`src/rtl/scalar_dcache_pkg.sv`:
```
// Shared types and address-split helpers for the scalar data cache.
// Tags are held zero-extended to the widest case (SETS=2), so one frame type serves every SETS.
package scalar_dcache_pkg;

    localparam int unsigned TAG_MAX_W = 29;

    typedef enum logic [1:0] {
        IDLE,
        WB,
        FILL
    } dcache_state_t;

    typedef struct packed {
        logic                 valid;
        logic                 dirty;
        logic [TAG_MAX_W-1:0] tag;
        logic [31:0]          data;
    } dcache_frame_t;

    typedef struct packed {
        logic valid;
        logic dirty;
        logic tag;
        logic data;
    } dcache_wmask_t;

    // Frame index of a byte address.
    function automatic logic [31:0] addr_index(input logic [31:0] addr, input int unsigned idx_w);
        return (addr >> 2) & ((32'd1 << idx_w) - 32'd1);
    endfunction

    // Tag of a byte address (bits above the index).
    function automatic logic [31:0] addr_tag(input logic [31:0] addr, input int unsigned idx_w);
        return addr >> (idx_w + 2);
    endfunction

    // Rebuild the word-aligned byte address held by a frame.
    function automatic logic [31:0] frame_addr(input logic [TAG_MAX_W-1:0] tag,
                                               input logic [31:0] idx,
                                               input int unsigned idx_w);
        return (32'(tag) << (idx_w + 2)) | (idx << 2);
    endfunction

endpackage

```
`src/rtl/scalar_dcache_array.sv`:
```
// Frame storage for the scalar data cache: SETS frames, combinational read,
// one masked write port. Only valid/dirty are reset; tag/data are don't-care while invalid.
module scalar_dcache_array
    import scalar_dcache_pkg::*;
#(
    parameter int unsigned SETS  = 16,
    parameter int unsigned IDX_W = $clog2(SETS)
) (
    input  logic             i_clk,
    input  logic             i_rst,
    input  logic [IDX_W-1:0] i_raddr,
    output dcache_frame_t    o_rframe,
    input  logic [IDX_W-1:0] i_waddr,
    input  dcache_wmask_t    i_wmask,
    input  dcache_frame_t    i_wframe
);

    dcache_frame_t r_mem [SETS];

    assign o_rframe = r_mem[i_raddr];

    // Clear state bits on reset, otherwise apply the per-field write mask.
    always_ff @(posedge i_clk) begin
        if (i_rst) begin
            for (int unsigned i = 0; i < SETS; i++) begin
                r_mem[i].valid <= 1'b0;
                r_mem[i].dirty <= 1'b0;
            end
        end else begin
            if (i_wmask.valid) r_mem[i_waddr].valid <= i_wframe.valid;
            if (i_wmask.dirty) r_mem[i_waddr].dirty <= i_wframe.dirty;
            if (i_wmask.tag)   r_mem[i_waddr].tag   <= i_wframe.tag;
            if (i_wmask.data)  r_mem[i_waddr].data  <= i_wframe.data;
        end
    end

endmodule

```
`src/rtl/scalar_dcache.sv`:
```
// Direct-mapped, write-back, one-word-block data cache for the scalar LS unit.
// Misses go IDLE -> [WB] -> FILL -> IDLE and the held request then hits on replay.
// Optional: SCALAR_DCACHE_STATS_EN adds hit_count / miss_count outputs.
module scalar_dcache
    import scalar_dcache_pkg::*;
#(
    parameter int unsigned SETS = 16
) (
    input  logic        CLK,
    input  logic        RST,
    input  logic        dmemREN,
    input  logic        dmemWEN,
    input  logic [31:0] dmemaddr,
    input  logic [31:0] dmemstore,
    output logic [31:0] dmem_in,
    output logic        dhit_in,
    output logic        ramREN,
    output logic        ramWEN,
    output logic [31:0] ramaddr,
    output logic [31:0] ramstore,
    input  logic [31:0] ramload,
    input  logic        ram_ready
`ifdef SCALAR_DCACHE_STATS_EN
    ,
    output logic [31:0] hit_count,
    output logic [31:0] miss_count
`endif
);

    localparam int unsigned IDX_W = $clog2(SETS);

    dcache_state_t        r_state;
    logic                 r_ramREN;
    logic                 r_ramWEN;
    logic [31:0]          r_ramaddr;
    logic [31:0]          r_ramstore;
    logic [IDX_W-1:0]     r_idx;
    logic [TAG_MAX_W-1:0] r_tag;

    logic [IDX_W-1:0]     w_req_idx;
    logic [TAG_MAX_W-1:0] w_req_tag;
    dcache_frame_t        w_frame;
    dcache_frame_t        w_wframe;
    dcache_wmask_t        w_wmask;
    logic [IDX_W-1:0]     w_widx;
    logic                 w_req;
    logic                 w_hit;
    logic                 w_dhit;
    logic                 w_miss;

    assign w_req_idx = IDX_W'(addr_index(dmemaddr, IDX_W));
    assign w_req_tag = TAG_MAX_W'(addr_tag(dmemaddr, IDX_W));
    assign w_req     = dmemREN | dmemWEN;
    assign w_hit     = w_frame.valid && (w_frame.tag == w_req_tag);
    assign w_dhit    = !RST && (r_state == IDLE) && w_req && w_hit;
    assign w_miss    = !RST && (r_state == IDLE) && w_req && !w_hit;

    assign dhit_in  = w_dhit;
    assign dmem_in  = (w_dhit && !dmemWEN) ? w_frame.data : '0;
    assign ramREN   = r_ramREN;
    assign ramWEN   = r_ramWEN;
    assign ramaddr  = r_ramaddr;
    assign ramstore = r_ramstore;

    scalar_dcache_array #(
        .SETS  (SETS),
        .IDX_W (IDX_W)
    ) u_array (
        .i_clk    (CLK),
        .i_rst    (RST),
        .i_raddr  (w_req_idx),
        .o_rframe (w_frame),
        .i_waddr  (w_widx),
        .i_wmask  (w_wmask),
        .i_wframe (w_wframe)
    );

    // Frame update: store-hit merge, writeback clean, or fill allocate.
    always_comb begin
        w_wmask  = '0;
        w_wframe = '0;
        w_widx   = r_idx;
        if (!RST) begin
            case (r_state)
                IDLE: begin
                    if (w_dhit && dmemWEN) begin
                        w_widx         = w_req_idx;
                        w_wmask.data   = 1'b1;
                        w_wmask.dirty  = 1'b1;
                        w_wframe.data  = dmemstore;
                        w_wframe.dirty = 1'b1;
                    end
                end
                WB: begin
                    if (ram_ready) w_wmask.dirty = 1'b1;
                end
                FILL: begin
                    if (ram_ready) begin
                        w_wmask        = '1;
                        w_wframe.valid = 1'b1;
                        w_wframe.dirty = 1'b0;
                        w_wframe.tag   = r_tag;
                        w_wframe.data  = ramload;
                    end
                end
                default: ;
            endcase
        end
    end

    // Miss FSM; RAM strobes/address/data are registered here. The miss index/tag is
    // latched so a request dropped mid-miss still completes against the right frame.
    always_ff @(posedge CLK) begin
        if (RST) begin
            r_state    <= IDLE;
            r_ramREN   <= 1'b0;
            r_ramWEN   <= 1'b0;
            r_ramaddr  <= '0;
            r_ramstore <= '0;
            r_idx      <= '0;
            r_tag      <= '0;
        end else begin
            case (r_state)
                IDLE: begin
                    if (w_miss) begin
                        r_idx <= w_req_idx;
                        r_tag <= w_req_tag;
                        if (w_frame.valid && w_frame.dirty) begin
                            r_state    <= WB;
                            r_ramWEN   <= 1'b1;
                            r_ramaddr  <= frame_addr(w_frame.tag, 32'(w_req_idx), IDX_W);
                            r_ramstore <= w_frame.data;
                        end else begin
                            r_state   <= FILL;
                            r_ramREN  <= 1'b1;
                            r_ramaddr <= {dmemaddr[31:2], 2'b00};
                        end
                    end
                end
                WB: begin
                    if (ram_ready) begin
                        r_state   <= FILL;
                        r_ramWEN  <= 1'b0;
                        r_ramREN  <= 1'b1;
                        r_ramaddr <= frame_addr(r_tag, 32'(r_idx), IDX_W);
                    end
                end
                FILL: begin
                    if (ram_ready) begin
                        r_state  <= IDLE;
                        r_ramREN <= 1'b0;
                    end
                end
                default: r_state <= IDLE;
            endcase
        end
    end

`ifdef SCALAR_DCACHE_STATS_EN
    logic [31:0] r_hit_count;
    logic [31:0] r_miss_count;

    assign hit_count  = r_hit_count;
    assign miss_count = r_miss_count;

    // Count completed hits and miss entries; both wrap.
    always_ff @(posedge CLK) begin
        if (RST) begin
            r_hit_count  <= '0;
            r_miss_count <= '0;
        end else begin
            if (w_dhit) r_hit_count  <= r_hit_count + 32'd1;
            if (w_miss) r_miss_count <= r_miss_count + 32'd1;
        end
    end
`endif

endmodule

```
`config.mk`:
```
export PLATFORM = sky130hd
export DESIGN_NAME = scalar_dcache
export DESIGN_NICKNAME = d
export VERILOG_FILES = /design/src/rtl/scalar_dcache_pkg.sv /design/src/rtl/scalar_dcache_array.sv /design/src/rtl/scalar_dcache.sv
export SDC_FILE = /design/constraint.sdc
export NUM_CORES = 1
export LEC_CHECK = 0
export ABC_CLOCK_PERIOD_IN_PS = 13200
export CAP_MARGIN = 30
export CELL_PAD_IN_SITES_DETAIL_PLACEMENT = 0
export CELL_PAD_IN_SITES_GLOBAL_PLACEMENT = 1
export CORE_ASPECT_RATIO = 0.6
export CORE_MARGIN = 2
export CORE_UTILIZATION = 35
export CTS_CLUSTER_DIAMETER = 80
export DETAILED_ROUTE_END_ITERATION = 7
export GPL_ROUTABILITY_DRIVEN = 0
export HOLD_SLACK_MARGIN = 0.03
export PLACE_DENSITY = 0.64
export SLEW_MARGIN = 20
export SYNTH_ARGS = -nofsm -noshare
export SYNTH_HDL_FRONTEND = slang
export SYNTH_SLANG_ARGS = --single-unit
```
`constraint.sdc`:
```
create_clock -name CLK -period 13.2 [get_ports CLK]
set_input_delay 3.3 -clock CLK [delete_from_list [all_inputs] [get_ports CLK]]
set_output_delay 3.3 -clock CLK [all_outputs]
set_load 0.01 [all_outputs]
```
## Yosys cells after proc, flatten, opt, wreduce, memory -nomap -nowiden

Memory sizes are Yosys's and may differ from the RTL's.
Cells that the tools add are included.

- Register bits: 98
- Output and inout port bits: 99
- Memories kept: 1
- Word-level logic and storage cells: 93
- Memory bits (writable): 1,008

- Muxes and demuxes: 53
- Equal/unequal tests: 8
- Reduce and logical (&&, ||, !) cells: 21
- Bitwise logic cells: 3

Memory list:

| memory | words | width | read ports | clocked after memory_dff | write ports | line | text |
|---|---|---|---|---|---|---|---|
| u_array.r_mem | 16 | 63 | 1 | 0 | 16 | scalar_dcache_array.sv:18 | `dcache_frame_t r_mem [SETS];` |

Operators by type and width:

| operator | count |
|---|---|
| $mux 63 | 3 |
| $mux 32 | 5 |
| $pmux 32 s2 | 2 |
| $or 32x6->32 | 2 |
| $reduce_or 63->1 | 1 |
| $eq 29x26->1 | 1 |
| $mux 29 | 1 |
| $mux 4 | 7 |
| $mux 1 | 25 |
| $reduce_and 3->1 | 3 |
| $logic_and 1x1->1 | 8 |
| $mux 2 | 4 |
| $ne 2x2->1 const B | 4 |
| $pmux 1 s2 | 3 |
| $pmux 1 s3 | 2 |
| $pmux 2 s3 | 1 |
| $reduce_and 5->1 | 1 |
| $reduce_and 4->1 | 1 |
| $logic_not 1->1 | 3 |
| $reduce_bool 3->1 | 1 |
| $eq 2x1->1 const B | 1 |
| $eq 2x2->1 const B | 1 |
| $logic_not 2->1 | 1 |
| $ne 2x1->1 const B | 1 |
| 3 further kinds | 3 |

## Logic depth before layout (Yosys ltp)

- Word-level depth: 13
- Mapped depth: 17

## Cells and area by module

A second synthesis with hierarchy kept.

- Cell total of the unflattened synthesis: 2,328
- Area total of the unflattened synthesis: 43,813.3 µm²

Modules (own cells, without submodules):

| module | sequential area each (µm²) | area an instance (µm²) | instances | cells an instance |
|---|---|---|---|---|
| scalar_dcache_array | 30,269.0 | 38,398.1 | 1 | 1,698 |
| scalar_dcache | 1,921.8 | 5,415.2 | 1 | 630 |

## Least setup slack after synthesis

No wires, ideal clock.

- Kind: input port to output port
- Start: input dmemaddr[2]
- End: output dmem_in[15]
- Data arrival time: 6.630 ns
- Path buffers: 8
- Required time: 9.900 ns
- Path slack: 3.270 ns
- Stages: 11
- Cells stage by stage: buf_6 -> buf_6 -> buf_6 -> buf_4 -> buf_2 -> buf_2 -> buf_1 -> clkbuf_1 -> mux4_2 -> mux4_2 -> and2_1

- Cells in the longest elaborated chain, start to end: 6

RTL lines:

| what | line | text |
|---|---|---|
| from (decl) | scalar_dcache.sv:13 | `input logic [31:0] dmemaddr,` |
| $mem_v2 16x63 * | -- |  |
| $eq 29x26->1 | scalar_dcache.sv:54 | `assign w_hit = w_frame.valid && (w_frame.tag == w_req_tag);` |
| $logic_and 1x1->1 | scalar_dcache.sv:54 |  |
| $logic_and 1x1->1 | scalar_dcache.sv:55 | `assign w_dhit = !RST && (r_state == IDLE) && w_req && w_hit;` |
| $logic_and 1x1->1 | scalar_dcache.sv:59 | `assign dmem_in = (w_dhit && !dmemWEN) ? w_frame.data : '0;` |
| $mux 32 * | scalar_dcache.sv:59 |  |
| to (decl) | scalar_dcache.sv:15 | `output logic [31:0] dmem_in,` |

Every way passes the cells marked *; elsewhere a longest branch is shown, timed or not.

## Worst setup path after layout

- Start: input dmemaddr[2]
- End: output dmem_in[3]

Same word-level chain as after synthesis.

==> metrics.md <==
| Metric | Value |
|---|---|
| Outcome | `finished clean` |
| First-pass GRT wire length | `183000 um` |
| Drt first pass iters | `6` |
| Setup_tns | `0 ns` |
| Die Wd | `461 um` |
| Required @ worst endpoint | `9.90 ns` |
| Register area share after synthesis | `70.0%` |
| Most used routing layer | `met1` |
| Vias | `25800` |
| Met1 usage in global routing | `30.1%` |
| Crit path max-delay family | `buffers and inverters` |
| Clock Skew | `0.0451 ns` |
| Largest stage delay, worst path | `0.63 ns` |
| Worst VDD drop | `0.116 mV` |
| Distinct cells, synth | `70` |
| Max H-tree Level | `3` |
| Worst path arrival time | `8.12 ns` |
| CP Class | `in -> out` |
| Kind of end point of the critical path | `output port` |
| Mean Syn Cell Area | `17.0 um2` |
| Worst-Skew Late Latency | `0.71 ns` |
| Postcts setup bufs | `0` |
| Actual slew at the worst max-slew pin | `0.918 ns` |
| Worst-case clock buffer depth | `3` |
| Nature of the critical path startpoint | `input pin` |
| RSZ-0062 raised after global routing | `false` |
| Sink Count | `1056` |
| Rows | `100` |
| Port Buffers | `195` |
| Post-layout net count | `2875` |
| Largest net degree at the start of global routing | `85` |
| IO Count | `200` |
| Ys async rst share | `0%` |
| Post-synth EDFFs | `960` |
| DR WL/cell | `28.3 um` |
| M2 GR Usage | `29.7%` |
| CTS clk-pin slew, worst paths | `0.06 ns` |
| Post-synth top flop | `edfxtp_1` |
| #FFs+latches synth | `1056` |
| Cell mode on critical path | `buf_4` |
| DRC | `0` |
| Area Overhead vs Synth | `17.0%` |
| Mapped Area | `0.0439 mm2` |
| Lkg Pwr | `16.7 nW` |
| Vias in the first global route | `25400` |
| Via density | `5.70` |
| Synth Instances | `2580` |
| Final hold violation count | `0` |
| Pins over their slew limit | `0` |
| Antenna violations before repair | `5` |
| Relative slew slack | `38.7%` |
| Slowest stage cell, crit path | `mux4_2` |
| HPWL Detailed | `78300 um` |
| Yosys warnings | `0` |
| Starting DRT DRC Count | `3151` |
| CTS tree | `built` |
| Type of the worst min-delay path | `reg -> reg` |
| Height of the die | `278 um` |
| Crit path cell chain | `buf_8 > buf_4 > mux4_2 > a22oi_1 > a2111oi_0 > or4_1 > nor4_1 > buf_4 > nand3_1 > buf_4 > nor3_2 > buf_4 > and2_1 > clkdlybuf4s50_1` |
| Initial Utilization | `35.4%` |
| Worst Hold Margin | `0.470 ns` |
| Setup violations, final | `0` |
| Worst Path Max Fanout | `48` |
| Root buffer cell | `clkbuf_16` |
| CTS Buf Count | `94` |
| FMAX | `87.6 MHz` |
| Final period utilization | `86.5%` |
| Hold_buf cts | `0` |
| Routing usage on met3 | `3.11%` |
| Fraction of layout instances using a drive strength above 1 | `21.1%` |
| Buf/Inv on CP | `6` |
| ANT nets after route | `0` |
| Crit path time final | `11.42 ns` |
| Max-cap violations | `0` |
| Global-route usage over all layers | `19.7%` |
| CTS resizes | `0` |
| Final WL | `128000 um` |
| GRT overflow | `0` |
| Die ar. | `0.129 mm2` |
| Core Box Area | `0.124 mm2` |
| PD cells | `144 mW/mm2` |
flip-flops by register name, summed over array words and instances, names as in the netlist:
name	flops
u_array.r_mem	960
ramstore	32
ramaddr	30
r_tag	26
r_idx	4
r_state	2
ramREN	1
ramWEN	1
where the power goes:
part / switching (mW) / internal (mW) / total [mW]
Combinational: 0.530 / 0.307 / 0.836
Clock: 1.26 / 1.50 / 2.75
Sequential: 0.0703 / 3.73 / 3.80
worst reg2reg max path, stage by stage (launching register included):
cell,delay (ns)
edfxtp_1,0.36
mux4_2,0.51
mux4_2,0.54
xor2_1,0.22
or4_1,0.53
or4_4,0.57
nor4_4,0.25
buf_4,0.68
nand2_1,0.51
o22ai_4,0.26
buf_4,0.61
cell families (layout without fill, tap and decap cells):
family | count (synthesis) | after routing | share of synthesized area, %
other | 1 | 3 | 0.00853
multiplexers | 354 | 354 | 15.3
adder cells (fa/ha/maj) | 4 | 4 | 0.114
AO/OA/AOI/OAI | 376 | 376 | 5.58
AND/OR/NAND/NOR | 564 | 564 | 6.56
XOR/XNOR | 17 | 17 | 0.339
flip-flops | 1056 | 1056 | 70.0
buffers and inverters | 208 | 476 | 2.13
cells in the final DEF (no fill, tap or decap), types with 26 or more instances in the layout:
| cell | count |
|---|---|
| nor2_1 | 63 |
| edfxtp_1 | 960 |
| nor3_1 | 58 |
| mux4_2 | 253 |
| buf_4 | 82 |
| a21oi_1 | 88 |
| mux2i_1 | 89 |
| nand3_1 | 98 |
| and2_1 | 40 |
| nor3b_1 | 26 |
| dfxtp_1 | 96 |
| nand2_1 | 152 |
| a31o_2 | 30 |
| and3_1 | 37 |
| clkbuf_16 | 94 |
| clkdlybuf4s50_1 | 190 |
| o21ai_0 | 86 |
per-stage QoR:
step / power [mW] / util [%] / area (um2) / std cells / setup slack [ns]
after detailed placement: 4.69 / 38.8 / 48200 / 4349 / 1.81
after global routing: 7.63 / 41.4 / 51400 / 4532 / 1.52
after global placement: 4.67 / 38.7 / 48100 / 4339 / 1.95
after floorplan: 4.30 / - / 44000 / 2581 / 3.27
final: 7.39 / 41.4 / 51400 / 4533 / 1.78
after CTS: 7.43 / 41.2 / 51200 / 4524 / 1.77
layout make-up:
class | instances | area [um2]
fill | 11000 | 72800
sequential | 1056 | 30700
multi-input combinational | 1317 | 12700
timing repair buffer | 287 | 2700
clock buffer | 122 | 2520
tap | 1683 | 2110
clock inverter | 53 | 532
inverter | 14 | 55.1
antenna | 1 | 2.50
cells in the mapped netlist (23+ instances only):
library cell / count / area share (%)
a21oi_1: 121 / 1.4
a31o_2: 30 / 0.60
and2_1: 41 / 0.58
and3_1: 37 / 0.53
buf_1: 23 / 0.20
buf_2: 32 / 0.36
clkbuf_1: 116 / 0.99
dfxtp_1: 96 / 4.4
edfxtp_1: 960 / 66
mux2i_1: 89 / 2.0
mux4_2: 253 / 13
nand2_1: 155 / 1.3
nand3_1: 98 / 1.1
nor2_1: 65 / 0.56
nor3_1: 59 / 0.67
nor3b_1: 26 / 0.44
o21ai_0: 94 / 1.1
worst paths after layout:
kind,from,endpoint,slack (ns),cells past startpoint
worst max register to register,u_array.r_mem[13][43],u_array.r_mem[2][9],7.74,10
worst max-delay path,dmemaddr[2],dmem_in[3],1.78,14
worst min register to register,ramaddr[9],ramaddr[9],0.47,2
worst min-delay path,ramaddr[9],ramaddr[9],0.47,2
metal layers:
metal  vias to the layer above  wire (um)
met5                         -         13
met4                         2       2080
met3                       155       9090
met2                      1146      58300
met1                     13700      58700
li1                      10800          -
Power figures use the tool's default switching activity.
